$ cat src/rtl/ahbl_bus_splitter.sv
// ahbl_bus_splitter: AHB-Lite address decoder and response multiplexer with an
// internal default slave and a slave wait-state watchdog.
//
// Ports:
//   HCLK, HRESETn     clock (rising edge) and asynchronous active-low reset
//   HADDR, HTRANS     master address and transfer type
//   HREADY            bus ready, driven to the master and all slaves
//   HRDATA, HRESP     read data and response to the master
//   S_HSEL            one-hot slave selects (combinational decode)
//   S_HRDATA          packed slave read data, slave i at [i*32 +: 32]
//   S_HREADYOUT       per-slave ready
//   S_HRESP           per-slave response
//   ERR_CNT           saturating count of splitter-generated error responses
module ahbl_bus_splitter #(
    parameter int                  NS        = 4,
    parameter int                  DEC_MSB   = 31,
    parameter int                  DEC_W     = 4,
    parameter logic [NS*DEC_W-1:0] S_MAP     = {4'h5, 4'h4, 4'h2, 4'h0},
    parameter int                  TIMEOUT   = 16,
    parameter logic [31:0]         DEAD_DATA = 32'hBADDBEEF
) (
    input  logic             HCLK,
    input  logic             HRESETn,
    input  logic [31:0]      HADDR,
    input  logic [1:0]       HTRANS,
    output logic             HREADY,
    output logic [31:0]      HRDATA,
    output logic             HRESP,
    output logic [NS-1:0]    S_HSEL,
    input  logic [NS*32-1:0] S_HRDATA,
    input  logic [NS-1:0]    S_HREADYOUT,
    input  logic [NS-1:0]    S_HRESP,
    output logic [7:0]       ERR_CNT
);
    localparam int IDX_W = $clog2(NS);
    localparam int WC_W  = TIMEOUT > 0 ? $clog2(TIMEOUT + 1) : 1;
    localparam logic [1:0] IDLE = 2'd0, ERR1 = 2'd1, ERR2 = 2'd2;

    logic [DEC_W-1:0] f;
    logic [NS-1:0]    match;
    logic [IDX_W-1:0] sel_idx, dp_idx;
    logic             dp_slv;
    logic [1:0]       fsm;
    logic [WC_W-1:0]  wc;
    logic             err, pass, slv_rdy, stall, accept, miss, to;
    logic             unused_ok;

    assign f = HADDR[DEC_MSB -: DEC_W];

    genvar i;
    generate
        for (i = 0; i < NS; i++) begin : g_match
            assign match[i] = f == S_MAP[i*DEC_W +: DEC_W];
        end
    endgenerate

    // Keep only the lowest set bit so overlapping regions resolve to the lowest index.
    assign S_HSEL = match & (~match + NS'(1));

    always_comb begin
        sel_idx = '0;
        for (int k = 0; k < NS; k++)
            if (S_HSEL[k]) sel_idx = IDX_W'(k);
    end

    // The default-slave owner needs no storage of its own: loading it always
    // starts the error sequence, which then drives every output.
    assign err     = fsm != IDLE;
    assign pass    = !err && dp_slv;
    assign slv_rdy = S_HREADYOUT[dp_idx];

    assign HREADY = fsm == ERR1 ? 1'b0 : pass ? slv_rdy : 1'b1;
    assign HRESP  = err | (pass & S_HRESP[dp_idx]);
    assign HRDATA = err ? DEAD_DATA : pass ? S_HRDATA[dp_idx*32 +: 32] : 32'h0;

    assign accept = HREADY & HTRANS[1];
    assign miss   = accept & ~|match;
    assign stall  = pass & ~slv_rdy;
    // Fires on the last allowed wait cycle, so a slave that is ready in that
    // cycle still completes normally.
    assign to     = (TIMEOUT != 0) && stall && (wc == WC_W'(TIMEOUT - 1));

    assign unused_ok = ^{HTRANS[0], HADDR};

    always_ff @(posedge HCLK or negedge HRESETn) begin
        if (!HRESETn) begin
            dp_slv  <= 1'b0;
            dp_idx  <= '0;
            fsm     <= IDLE;
            wc      <= '0;
            ERR_CNT <= 8'h0;
        end else begin
            if (HREADY) begin
                dp_slv <= accept & |match;
                dp_idx <= sel_idx;
            end
            wc  <= (HREADY || to) ? '0 : stall ? wc + 1'b1 : wc;
            fsm <= (miss || to) ? ERR1 : fsm == ERR1 ? ERR2 : IDLE;
            if (fsm == ERR2 && ERR_CNT != 8'hFF)
                ERR_CNT <= ERR_CNT + 1'b1;
        end
    end
endmodule
$ cat config.mk
export PLATFORM = sky130hd
export DESIGN_NAME = ahbl_bus_splitter
export DESIGN_NICKNAME = d
export VERILOG_FILES = /design/src/rtl/ahbl_bus_splitter.sv
export SDC_FILE = /design/constraint.sdc
export NUM_CORES = 1
export LEC_CHECK = 0
export BUFFER_PORTS_ARGS = -buffer_cell sky130_fd_sc_hd__clkbuf_2
export CORE_AREA = 2 2 85 87
export DETAILED_ROUTE_END_ITERATION = 8
export DIE_AREA = 0 0 87 89
export PLACE_DENSITY = 0.82
export SYNTH_ARGS = -nofsm -noshare
export SYNTH_HDL_FRONTEND = slang
export SYNTH_SLANG_ARGS = --single-unit
$ cat constraint.sdc
create_clock -name HCLK -period 3.05 [get_ports HCLK]
set_input_delay 0.1525 -clock HCLK [delete_from_list [all_inputs] [get_ports HCLK]]
set_output_delay 0.1525 -clock HCLK [all_outputs]
set_load 0.02 [all_outputs]
# --- After elaboration in Yosys (flattened, before gate mapping) ---
# Cells that the tools add are included.
op_classes:
  add_sub_neg: 3
  order_cmp: 1
  eq_ne: 7
  n_shift: 1
  mux: 15
  n_bitwise: 9
  reduce_logical: 11
ops:
  columns: ["cell", "n"]
  rows:
  - ["128-bit by 8-bit variable part select with 32-bit output", 1]
  - ["32-bit two-way mux", 2]
  - ["5-bit two-way mux", 2]
  - ["8-bit by 1-bit adder with 8-bit output, second input constant", 1]
  - ["4-bit by 3-bit == test with 1-bit output, second input constant", 2]
  - ["2-bit two-way mux", 4]
  - ["8-bit inequality test, second input constant", 1]
  - ["5-bit by 1-bit adder with 5-bit output, second input constant", 1]
  - ["1-bit bitwise AND", 5]
  - ["5-bit by 4-bit == test with 1-bit output, second input constant", 1]
  - ["1-bit two-way mux", 5]
  - ["4-bit by 1-bit adder with 4-bit output, second input constant", 1]
  - ["4-bit bitwise AND", 1]
  - ["1-bit binary-select mux with 2-bit select", 2]
  - ["4-bit by 2-bit == test with 1-bit output, second input constant", 1]
  - ["4-bit zero test", 1]
  - ["4-bit inverter", 1]
  - ["2-bit nonzero test", 2]
  - ["4-bit OR reduction", 1]
  - ["1-bit logical AND", 3]
  - ["2-bit by 3-bit less-than comparator with 1-bit output, second input constant", 1]
  - ["2-bit by 1-bit == test with 1-bit output, second input constant", 1]
  - ["2-bit == test, second input constant", 1]
  - ["1-bit zero test", 2]
  - ["3 further kinds", 4]
word_totals:
  register_bits: 18
  input_bits: 172
  output_inout_bits: 46
  elab_cells: 52

# --- Logic depth before layout (Yosys ltp) ---
logic_depth:
  ltp_word: 9
  mapped_depth: 6
  mapped_depth_nobuf: 6

# --- Worst setup path after synthesis ---
# No wires, ideal clock.
synth_path:
  kind: "register to register"
  from: "reg dp_idx[0]"
  to: "reg dp_idx[0]"
  setup_time_ps: 127
  arrival_ps: 1604
  required_time_ps: 2923
  setup_slack_ps: 1319
  path_stages_with_launch: 6
  n_path_buf: 1
  synth_period_minus_slack_ps: 1731
  cell_sequence: "dfrtp_1 > buf_6 > mux4_2 > nor2_4 > nor2_1 > mux2_1"
synth_between:
  elab_chain_cells: 4
synth_lines:
  columns: ["item", "line_no", "source"]
  rows:
  - ["from (decl)", "41", "logic [IDX_W-1:0] sel_idx, dp_idx;"]
  - ["from (signal assigned)", "95", "dp_idx <= sel_idx;"]
  - ["1-bit binary-select mux with 2-bit select", "70", "assign slv_rdy = S_HREADYOUT[dp_idx];"]
  - ["1-bit two-way mux (not written as such)", "70", null]
  - ["1-bit two-way mux (2 in a row)", "72", "assign HREADY = fsm == ERR1 ? 1'b0 : pass ? slv_rdy : 1'b1;"]
  - ["net HREADY", "26", "output logic HREADY,"]
# The timed path passes the listed nets, and every way through them passes these cells. The select of a mux whose other input is x is not followed.
# A chain may end at the register's enable or synchronous reset.

# --- Worst setup path in the final report ---
layout_path:
  from: "reg dp_idx[0]"
  to: "out HRDATA[12]"
layout_between:
  elab_chain_cells: 3
layout_lines:
  columns: ["item", "line_no", "source"]
  rows:
  - ["128-bit by 8-bit variable part select with 32-bit output", "74", "assign HRDATA = err ? DEAD_DATA : pass ? S_HRDATA[dp_idx*32 +: 32] : 32'h0;"]
  - ["32-bit two-way mux (2 in a row)", "74", null]
  - ["to (decl)", "27", "output logic [31:0] HRDATA,"]
# No other way between the ends.

==> qor.yml <==
outcome: "completed"
cp_top_family: "flip-flops"
clkLatencyLatePin_ps: 250
slew_viol_final: 0
antenna_found_initial: 0
power.density_nw_per_um2: 384
nNetsFinal: 555
gp_congestion: 0.844
synth_top_family_by_area: "multiplexers"
synth-seq-area-share: 0.224
min_from: "HTRANS[1]"
numClockSinks: 18
post_drt_wl_per_cell_um: 15.8
grt_max_degree: 27
vias: 2354
tritoncts: "built"
required_ps: 2900
ir_worst_vdd_mv: 0.246
synth_enable_flop_cells: 0
io_pins: 218
htree_levels: 1
root_buffer: "clkbuf_8"
hold_violations: 0
holdPathStages: 3
reg2reg_to: "dp_idx[0]$_DFFE_PN0N_"
synth.distinct_cells: 36
core-area_um2: 6720
endpoint_kind: "output pin"
yosys_warnings: 0
wirelength_um: 7260
tightest_slew_ps: 1090
synth-simple-area-share: 0.233
ys.flop_type: "dfrtp_1"
leakage_nw: 1.56
syn2layout_area_growth_pct: 53.6
final.setup.tns_ps: 0
synth_top_area_frac: 0.381
synth_nets: 371
max_stage_delay_ps: 690
gr-total-overflow: 0
slowest_stage: "dfrtp_2"
grt_use_total: 0.169
setup_viol: 0
worst-r2r-setup-slack_ps: 1010
critical_path_class: "reg -> out"
grt_util_met2: 0.331
postSynth.asyncResetShare: 1.00
cp_common_cell: "nand2_1"
drtIter0Drc: 90
rr_startpoint: "dp_idx[0]$_DFFE_PN0N_"
grt_pass1_vias: 2246
cts_resized: 0
cts_setup_buffers: 0
syn_area_um2: 2010
holdPathEnd: "fsm[0]$_DFF_PN0_"
slew_headroom: 0.273
io_buffers: 188
die_y_um: 89
synth_seq_cells: 18
synth_xor_xnor_area_share: 0.0218
finalCritPeriodShare: 0.735
cp_cell_sequence: "buf_12 > mux4_2 > nand2_1 > nand2_1 > clkbuf_2"
fmax_mhz: 446
die-area_um2: 7740
r2r_cells: 4
max_cap_violations: 0
initial_core_util: 0.299
synth-compound-area-share: 0.0592
yosysMostFrequentCell: "nand2_1"
whs_ps: 161
critPathLaunchType: "flop"
synthTopCellsByArea: "mux4_2, dfrtp_1, nand2_1"
synthMuxAreaShare: 0.398
hold_buffers: 1
place_area_um2: 3020
drtPass1Iterations: 4
drc: 0
rows: 30
cp.arrival_ps: 2090
drtAntennaViolNets: 0
path_clk_slew_ps: 70
met3_usage: 0.0249
use_met1: 0.192
critPathMaxFanout: 21
crit_buf_inv: 2
rsz0062_at_grt: "false"
synth_top_area_cell: "mux4_2"
cts_made_buffers: 3
netlist_instances: 196
fin_skew_ps: 0.943
detailed_place_hpwl_um: 6230
syn_area_per_cell_um2: 10.2
grt_pass1_wl_um: 10300
holdCritPathClass: "in -> reg"
die_x_um: 87
n_antenna_cell: 0
final_cell_area_um2: 3090
grt_busiest_layer: "met2"
timing.final.crit_period_ps: 2240
synth_adder_area_share: 0.0187
cts_buffer_depth: 2
synth_common_cells: "nand2_1, mux4_2, dfrtp_1"
drive_gt1_frac: 0.641
vias_per_cell: 5.13
-- kinds of logic after synthesis --
family,after synthesis
simple gates,98
mux,37
buf+inv,18
flops,18
compound gates,17
xor+xnor,5
fa+ha+maj,3
-- how the worst max path moves through the flow --
| stage | from | to | slack (ps) | cells after the start |
|---|---|---|---|---|
| 2_1_floorplan | dp_idx[0]$_DFFE_PN0N_ | dp_idx[0]$_DFFE_PN0N_ | 1320 | 5 |
| 3_3_place_gp | dp_idx[0]$_DFFE_PN0N_ | dp_idx[0]$_DFFE_PN0N_ | 1020 | 4 |
| 3_5_place_dp | dp_idx[0]$_DFFE_PN0N_ | dp_idx[0]$_DFFE_PN0N_ | 1000 | 4 |
| 4_1_cts | dp_idx[0]$_DFFE_PN0N_ | HRDATA[13] | 750 | 5 |
| 5_1_grt | dp_idx[0]$_DFFE_PN0N_ | HRDATA[28] | 650 | 5 |
| 6_report | dp_idx[0]$_DFFE_PN0N_ | HRDATA[12] | 810 | 5 |
-- cells in the final DEF (no fill, tap or decap), drive strengths merged, types with 4 or more instances in the layout --
cell type    n
clkbuf     192
nand2       61
mux4        34
dfrtp       18
nor2b        8
a21oi        7
xnor2        5
o21ai        5
nor2         5
nand3        4
buf          4
-- area by class of cell --
type	instances	area, µm²
tap	80	100
inverter	4	15.0
timing repair buffer	193	993
clock buffer	4	55.1
multi-input combinational	160	1470
sequential	18	452
fill	649	3630
-- worst min-delay path, delay by kind of cell --
family	cells	cell delay, ps
AND/OR/NAND/NOR	1	60
buffers and inverters	1	100
AO/OA/AOI/OAI	1	60
-- through the flow --
| step | total power [W] | worst slack, ps | utilization | std cells |
|---|---|---|---|---|
| floorplan | 0.000742 | 1320 | - | 196 |
| global placement | 0.000979 | 1020 | 0.450 | 454 |
| CTS | 0.00119 | 753 | 0.459 | 459 |
| detailed placement | 0.00100 | 995 | 0.450 | 454 |
| global route | 0.00126 | 646 | 0.459 | 459 |
| finish | 0.00119 | 808 | 0.459 | 459 |
-- state kept, by name, summed over array words and instances (netlist names) --
register  flops
ERR_CNT       8
wc            5
dp_idx        2
fsm           2
dp_slv        1
-- layer usage --
metal	vias up	part of all wire
met5	-	0
met4	0	0.012
met3	9	0.085
met2	119	0.55
met1	1126	0.35
li1	1100	-
-- report_power, final --
group          leakage [nW]  total [W]  switching [W]  internal [W]
registers             0.237   0.000334      0.0000563      0.000278
clock network        0.0288   0.000192      0.0000773      0.000115
logic                  1.29   0.000659       0.000358      0.000301
total                  1.56    0.00119       0.000492      0.000693
Note: power is estimated with default switching activity, not from simulation.
